[src/rtl/mini16sc_pkg.sv]
// Shared definitions for the mini16sc CPU and its program loader.
package mini16sc_pkg;

  // Instruction word width and instruction address width shared with the CPU.
  localparam int WIDTH_I_DEF = 16;
  localparam int DEPTH_I_DEF = 8;

  // Frame start marker for the loader byte stream.
  localparam logic [7:0] SYNC_BYTE_DEF = 8'hA5;

  // Loader frame-parsing states.
  typedef enum logic [2:0] {
    ST_IDLE    = 3'd0,
    ST_LEN_LO  = 3'd1,
    ST_LEN_HI  = 3'd2,
    ST_DATA_LO = 3'd3,
    ST_DATA_HI = 3'd4,
    ST_CSUM    = 3'd5,
    ST_ERR     = 3'd6
  } loader_state_t;

endpackage

[src/rtl/mini16sc_loader.sv]
// Program loader for the mini16sc core: parses a framed byte stream
// (SYNC, LEN_LO, LEN_HI, N x (DATA_LO, DATA_HI), CSUM), writes the words
// into the instruction RAM and holds the CPU in soft reset until a frame
// with a good checksum has been committed.
//
// Handshake: a byte is transferred on every clock edge where
// rx_valid && rx_ready; rx_ready is high in every state from the first
// clock after reset release, so the loader sustains one byte per clock.
module mini16sc_loader
  import mini16sc_pkg::*;
#(
  parameter int         WIDTH_I   = WIDTH_I_DEF,
  parameter int         DEPTH_I   = DEPTH_I_DEF,
  parameter logic [7:0] SYNC_BYTE = SYNC_BYTE_DEF,
  parameter bit         BOOT_HOLD = 1'b0
) (
  input  logic               clk,
  input  logic               reset,
  input  logic [7:0]         rx_data,
  input  logic               rx_valid,
  output logic               rx_ready,
  output logic [DEPTH_I-1:0] mem_i_w_addr,
  output logic [WIDTH_I-1:0] mem_i_w_data,
  output logic               mem_i_we,
  output logic               soft_reset,
  output logic               load_busy,
  output logic               load_done,
  output logic               load_error,
  output loader_state_t      dbg_state
);

  // Largest legal word count: a frame may fill the whole RAM.
  localparam logic [16:0] MAX_N = 17'(1) << DEPTH_I;

  // Registered state.
  loader_state_t      r_state;
  logic               r_rx_ready;
  logic [15:0]        r_count;
  logic [DEPTH_I:0]   r_idx;
  logic [7:0]         r_csum;
  logic [7:0]         r_lo;
  logic               r_we;
  logic [DEPTH_I-1:0] r_addr;
  logic [WIDTH_I-1:0] r_data;
  logic               r_soft_reset;
  logic               r_busy;
  logic               r_done;
  logic               r_error;

  // Next-state values.
  loader_state_t      w_state_nxt;
  logic [15:0]        w_count_nxt;
  logic [DEPTH_I:0]   w_idx_nxt;
  logic [7:0]         w_csum_nxt;
  logic [7:0]         w_lo_nxt;
  logic               w_we_nxt;
  logic [DEPTH_I-1:0] w_addr_nxt;
  logic [WIDTH_I-1:0] w_data_nxt;
  logic               w_soft_nxt;
  logic               w_busy_nxt;
  logic               w_done_nxt;
  logic               w_error_nxt;

  // Helpers.
  logic               w_accept;
  logic               w_is_sync;
  logic [15:0]        w_len;
  logic [DEPTH_I:0]   w_idx_inc;

  assign w_accept  = rx_valid && r_rx_ready;
  assign w_is_sync = (rx_data == SYNC_BYTE);
  assign w_len     = {rx_data, r_count[7:0]};
  assign w_idx_inc = r_idx + (DEPTH_I+1)'(1);

  // State and output registers; everything returns to reset values at once.
  always_ff @(posedge clk or posedge reset) begin
    if (reset) begin
      r_state      <= ST_IDLE;
      r_rx_ready   <= 1'b0;
      r_count      <= '0;
      r_idx        <= '0;
      r_csum       <= '0;
      r_lo         <= '0;
      r_we         <= 1'b0;
      r_addr       <= '0;
      r_data       <= '0;
      r_soft_reset <= BOOT_HOLD;
      r_busy       <= 1'b0;
      r_done       <= 1'b0;
      r_error      <= 1'b0;
    end else begin
      r_state      <= w_state_nxt;
      r_rx_ready   <= 1'b1;
      r_count      <= w_count_nxt;
      r_idx        <= w_idx_nxt;
      r_csum       <= w_csum_nxt;
      r_lo         <= w_lo_nxt;
      r_we         <= w_we_nxt;
      r_addr       <= w_addr_nxt;
      r_data       <= w_data_nxt;
      r_soft_reset <= w_soft_nxt;
      r_busy       <= w_busy_nxt;
      r_done       <= w_done_nxt;
      r_error      <= w_error_nxt;
    end
  end

  // Frame parser: next state plus next values of every registered output.
  always_comb begin
    w_state_nxt = r_state;
    w_count_nxt = r_count;
    w_idx_nxt   = r_idx;
    w_csum_nxt  = r_csum;
    w_lo_nxt    = r_lo;
    w_we_nxt    = 1'b0;
    w_addr_nxt  = r_addr;
    w_data_nxt  = r_data;
    w_soft_nxt  = r_soft_reset;
    w_busy_nxt  = r_busy;
    w_done_nxt  = 1'b0;
    w_error_nxt = r_error;

    if (w_accept) begin
      case (r_state)
        // IDLE and ERR both wait for a sync byte; a new frame clears the error.
        ST_IDLE, ST_ERR: begin
          if (w_is_sync) begin
            w_state_nxt = ST_LEN_LO;
            w_csum_nxt  = 8'h00;
            w_busy_nxt  = 1'b1;
            w_soft_nxt  = 1'b1;
            w_error_nxt = 1'b0;
          end
        end

        ST_LEN_LO: begin
          w_count_nxt = {r_count[15:8], rx_data};
          w_csum_nxt  = r_csum ^ rx_data;
          w_state_nxt = ST_LEN_HI;
        end

        ST_LEN_HI: begin
          w_count_nxt = w_len;
          w_csum_nxt  = r_csum ^ rx_data;
          w_idx_nxt   = '0;
          if ({1'b0, w_len} > MAX_N) begin
            // Would overrun the RAM: reject before any write happens.
            w_state_nxt = ST_ERR;
            w_error_nxt = 1'b1;
            w_busy_nxt  = 1'b0;
          end else if (w_len == 16'h0000) begin
            w_state_nxt = ST_CSUM;
          end else begin
            w_state_nxt = ST_DATA_LO;
          end
        end

        ST_DATA_LO: begin
          w_lo_nxt    = rx_data;
          w_csum_nxt  = r_csum ^ rx_data;
          w_state_nxt = ST_DATA_HI;
        end

        // The completed word is presented to the RAM on the following cycle.
        ST_DATA_HI: begin
          w_csum_nxt  = r_csum ^ rx_data;
          w_we_nxt    = 1'b1;
          w_addr_nxt  = r_idx[DEPTH_I-1:0];
          w_data_nxt  = WIDTH_I'({rx_data, r_lo});
          w_idx_nxt   = w_idx_inc;
          if (16'(w_idx_inc) == r_count) begin
            w_state_nxt = ST_CSUM;
          end else begin
            w_state_nxt = ST_DATA_LO;
          end
        end

        // Only a matching checksum lets the CPU out of soft reset.
        ST_CSUM: begin
          w_busy_nxt = 1'b0;
          if (rx_data == r_csum) begin
            w_state_nxt = ST_IDLE;
            w_soft_nxt  = 1'b0;
            w_done_nxt  = 1'b1;
          end else begin
            w_state_nxt = ST_ERR;
            w_error_nxt = 1'b1;
          end
        end

        default: begin
          w_state_nxt = ST_IDLE;
        end
      endcase
    end
  end

  assign rx_ready     = r_rx_ready;
  assign mem_i_we     = r_we;
  assign mem_i_w_addr = r_addr;
  assign mem_i_w_data = r_data;
  assign soft_reset   = r_soft_reset;
  assign load_busy    = r_busy;
  assign load_done    = r_done;
  assign load_error   = r_error;
  assign dbg_state    = r_state;

endmodule

[config.mk]
export PLATFORM = sky130hd
export DESIGN_NAME = mini16sc_loader
export DESIGN_NICKNAME = d
export VERILOG_FILES = /design/src/rtl/mini16sc_pkg.sv /design/src/rtl/mini16sc_loader.sv
export SDC_FILE = /design/constraint.sdc
export NUM_CORES = 1
export LEC_CHECK = 0
export BUFFER_PORTS_ARGS = -buffer_cell sky130_fd_sc_hd__buf_2
export CELL_PAD_IN_SITES_DETAIL_PLACEMENT = 1
export CELL_PAD_IN_SITES_GLOBAL_PLACEMENT = 1
export CORE_AREA = 2 2 93 95
export CTS_CLUSTER_DIAMETER = 200
export DETAILED_ROUTE_END_ITERATION = 10
export DIE_AREA = 0 0 95 97
export PLACE_DENSITY = 0.81
export SLEW_MARGIN = 40
export SYNTH_ARGS = -nofsm -noshare
export SYNTH_HDL_FRONTEND = slang
export SYNTH_SLANG_ARGS = --single-unit
[constraint.sdc]
create_clock -name clk -period 2.9 [get_ports clk]
set_input_delay 0.145 -clock clk [delete_from_list [all_inputs] [get_ports clk]]
set_output_delay 0.145 -clock clk [all_outputs]
set_load 0.02 [all_outputs]
==> run_results.csv <==
group,metric,value,unit
status,status,"complete, no violations",
global_route,grt_usage,21.4,%
worst_setup_path,start_kind,"flip-flop",
synthesis,synth_area,3560,sq um
floorplan,start_util,43.8,%
drt,drc_errors,0,
synthesis,synthFlopType,"dfrtp_1",
synthesis,synth_top_area_share,52.0,%
worst_setup_path,cp.arrival,2.68,ns
drt,wl,9.12,mm
worst_setup_path,path_buf_inv,0,
synthesis,synth_edf_count,0,
cells_and_area,drive_above_1_share,21.7,%
sta,setup_violations,0,
synthesis,seq_area_frac_synth,52.0,%
sta,period_needed,2.39,ns
floorplan,fp.dieH,97,microns
synthesis,synth_nets,396,
clock_network,clk_latency,0.35,ns
drt,post_drt_via_cell_ratio,5.48,
worst_setup_path,crit_type,"flip-flop to flip-flop",
global_route,antenna_found_initial,0,
global_route,grt_pass1_wl,15.5,mm
sta,worst_pin_slew,0.721,ns
worst_setup_path,crit_chain,"ha_1, and3_1, and3_1, xnor2_1, or4_1, a211oi_1, a31o_1",
placed_design,portBuffers,43,
floorplan,die_x,95,microns
sta,setup_tns,0,ns
floorplan,num_rows,33,
pwr,p_per_area,1010,nW/um^2
sta,skew,0.0109,ns
placed_design,hpwl,6.18,mm
worst_setup_path,required,3.19,ns
worst_setup_path,end_kind,"flip-flop",
floorplan,coreArea,8130,sq um
worst_setup_path,critPathMaxStageDelay,0.50,ns
placed_design,gp_congestion,0.871,
drt,dr.pass1.iters,4,
floorplan,io_pins,44,
clock_network,htreeDepth,3,
sta,maxSlewViolCount,0,
pwr,ir_drop,399,uV
global_route,grt_pass1_vias,3122,
synthesis,ys_ff_latch,74,
drt,drt_iter0_markers,119,
worst_hold_path,hp-class,"input pin to flip-flop",
drt,wl_per_cell,17.1,microns
global_route,overflow,0,
clock_network,postCtsSetupBuffers,0,
cells_and_area,nNetsFinal,435,
sta,relSlewSlack,51.7,%
worst_setup_path,crit_family,"simple AND/OR/NAND/NOR gates",
clock_network,cts_buffers,9,
cells_and_area,utilization,50.5,%
drt,ant_nets,0,
sta,rsz0062_at_grt,"false",
synthesis,synth_cells,384,
clock_network,cts_root_buf,"clkbuf_8",
global_route,grt_start_max_net_pins,36,
sta,max_freq,0.419,GHz
clock_network,cts_tree,"done",
cells_and_area,fillCellCount,973,
synthesis,yosysWarningCount,0,
drt,vias,2921,
cells_and_area,area.growth.synth_to_final,15.4,%
clock_network,path_clk_slew,0.09,ns
pwr,power,4160,uW
synthesis,synth_cell_types,48,
worst_setup_path,cp_slowest_cell,"dfrtp_1",
worst_setup_path,cp_max_fo,9,
clock_network,cts_buffer_depth,2,
synthesis,async_flop_share,100,%
synthesis,yosysTopAreaCell,"dfrtp_1",
worst_setup_path,cp_common_cell,"and3_1",
sta,min_period_over_period,82.3,%
sta,hold_viol_final,0,
pwr,p_leak,0.00197,uW
flow_run,max_cap_violations,0,
cells_and_area,n_antenna_cell,0,
floorplan,die-area,9220,sq um
synthesis,synth_area_per_cell,9.28,sq um
synthesis,synthTopCellsByArea,"dfrtp_1 (52%), nand2_1 (12%), o21ai_0 (5.6%)",
clock_network,cts_num_sinks,74,
## worst register-to-register path, cell delays in order, from the launching register on
cell and delay, ns:
dfrtp_1 0.50, ha_1 0.37, and3_1 0.25, and3_1 0.24, xnor2_1 0.08, or4_1 0.41, a211oi_1 0.28, a31o_1 0.19
## area by class of cell
type | count | area [sq um] | area share (%)
flip-flops and latches | 74 | 1850 | 45.0
multi-input cells | 282 | 1590 | 38.6
repair buffers | 50 | 270 | 6.57
well taps | 105 | 131 | 3.20
clock buffers | 9 | 124 | 3.01
clock inverters | 7 | 124 | 3.01
inverters | 6 | 22.5 | 0.548
## through the flow
step           setup WS, ns  hold slack (ns)  area, sq um  cells
6_report              0.512            0.103         4110    533
5_1_grt               0.276            0.110         4110    533
4_1_cts               0.513           0.0984         4110    533
3_5_place_dp          0.548            0.220         3850    516
3_3_place_gp          0.683            0.219         3850    516
2_1_floorplan         0.842            0.359         3560    384
## cells in the final DEF, fill, tap and decap left out, drive strengths merged, types with 4 or more instances in the layout
cell	count
clkbuf	9
nand4	4
inv	7
a31oi	5
mux2	16
o21ai	42
nor4	5
dfrtp	74
nand2	112
nor3	6
buf	49
xor2	12
xnor2	12
nand3	7
nor2	26
## power breakdown
part | internal, uW | switching (uW) | total [uW]
clock | 579 | 426 | 1010
sequential | 1400 | 319 | 1720
combinational | 565 | 876 | 1440
total | 2540 | 1620 | 4160
## state kept, by name, indices dropped and copies added (netlist names)
name and count:
mem_i_w_data 16, r_idx 9, mem_i_w_addr 8, soft_reset 1, dbg_state 3, r_csum 8
mem_i_we 1, rx_ready 1, r_count 16, load_done 1, load_busy 1, load_error 1
r_lo 8
## repair_timing
| item | in CTS | in global routing |
|---|---|---|
| endpoints found under the hold margin | 24 | 0 |
| gates resized for setup | 0 | 0 |
| hold buffers | 1 | 0 |
## per-layer routing
layer / wire (microns) / GRT usage, % / share of wire, % / vias to the layer above
met5: 0 / 0 / 0 / -
met4: 132 / 6.91 / 1.4 / 0
met3: 237 / 3.43 / 2.6 / 12
met2: 4730 / 36.6 / 52 / 48
met1: 4020 / 27.5 / 44 / 1498
li1: - / - / - / 1363
## final timing paths
| check | from | end | slack (ns) | depth (start not counted) |
|---|---|---|---|---|
| worst max register to register | r_idx[0] | dbg_state[2] | 0.51 | 7 |
| max in group asynchronous | reset | r_count[6] | 1.73 | 4 |
| worst min-delay path | rx_data[3] | mem_i_w_data[11] | 0.10 | 3 |
| worst max-delay path | r_idx[0] | dbg_state[2] | 0.51 | 7 |
| worst min register to register | r_lo[6] | mem_i_w_data[6] | 0.48 | 2 |
| min in group asynchronous | reset | mem_i_w_addr[1] | 0.38 | 3 |
## cells by family (layout without fill, tap and decap cells)
family / after synthesis / after routing / synth area share (%)
and+or+nand+nor: 174 / 174 / 21.1
AOI/OAI and AO/OA: 65 / 65 / 11.7
other: 1 / 1 / 0.105
buffers and inverters: 28 / 72 / 3.48
xor gates and xnor gates: 24 / 24 / 5.90
adders and majority gates: 1 / 1 / 0.351
muxes: 17 / 17 / 5.34
DFF: 74 / 74 / 52.0
## synth_stat cells, drive strengths merged, types with 2 or more instances
cell and count:
xnor2 12, nor2 26, o211ai 2, nand4 4
nor4 5, xor2 12, buf 9, a31oi 5
or4 3, nand2b 2, dfrtp 74, a21oi 3
a211oi 2, nand2 112, nor3 6, and2 3
o2111ai 2, or3 2, and3 2, o21ai 42
o31ai 2, mux2 16, inv 5, nand3 7
a22o 2, clkbuf 13
(Power assumes the default switching activity.)
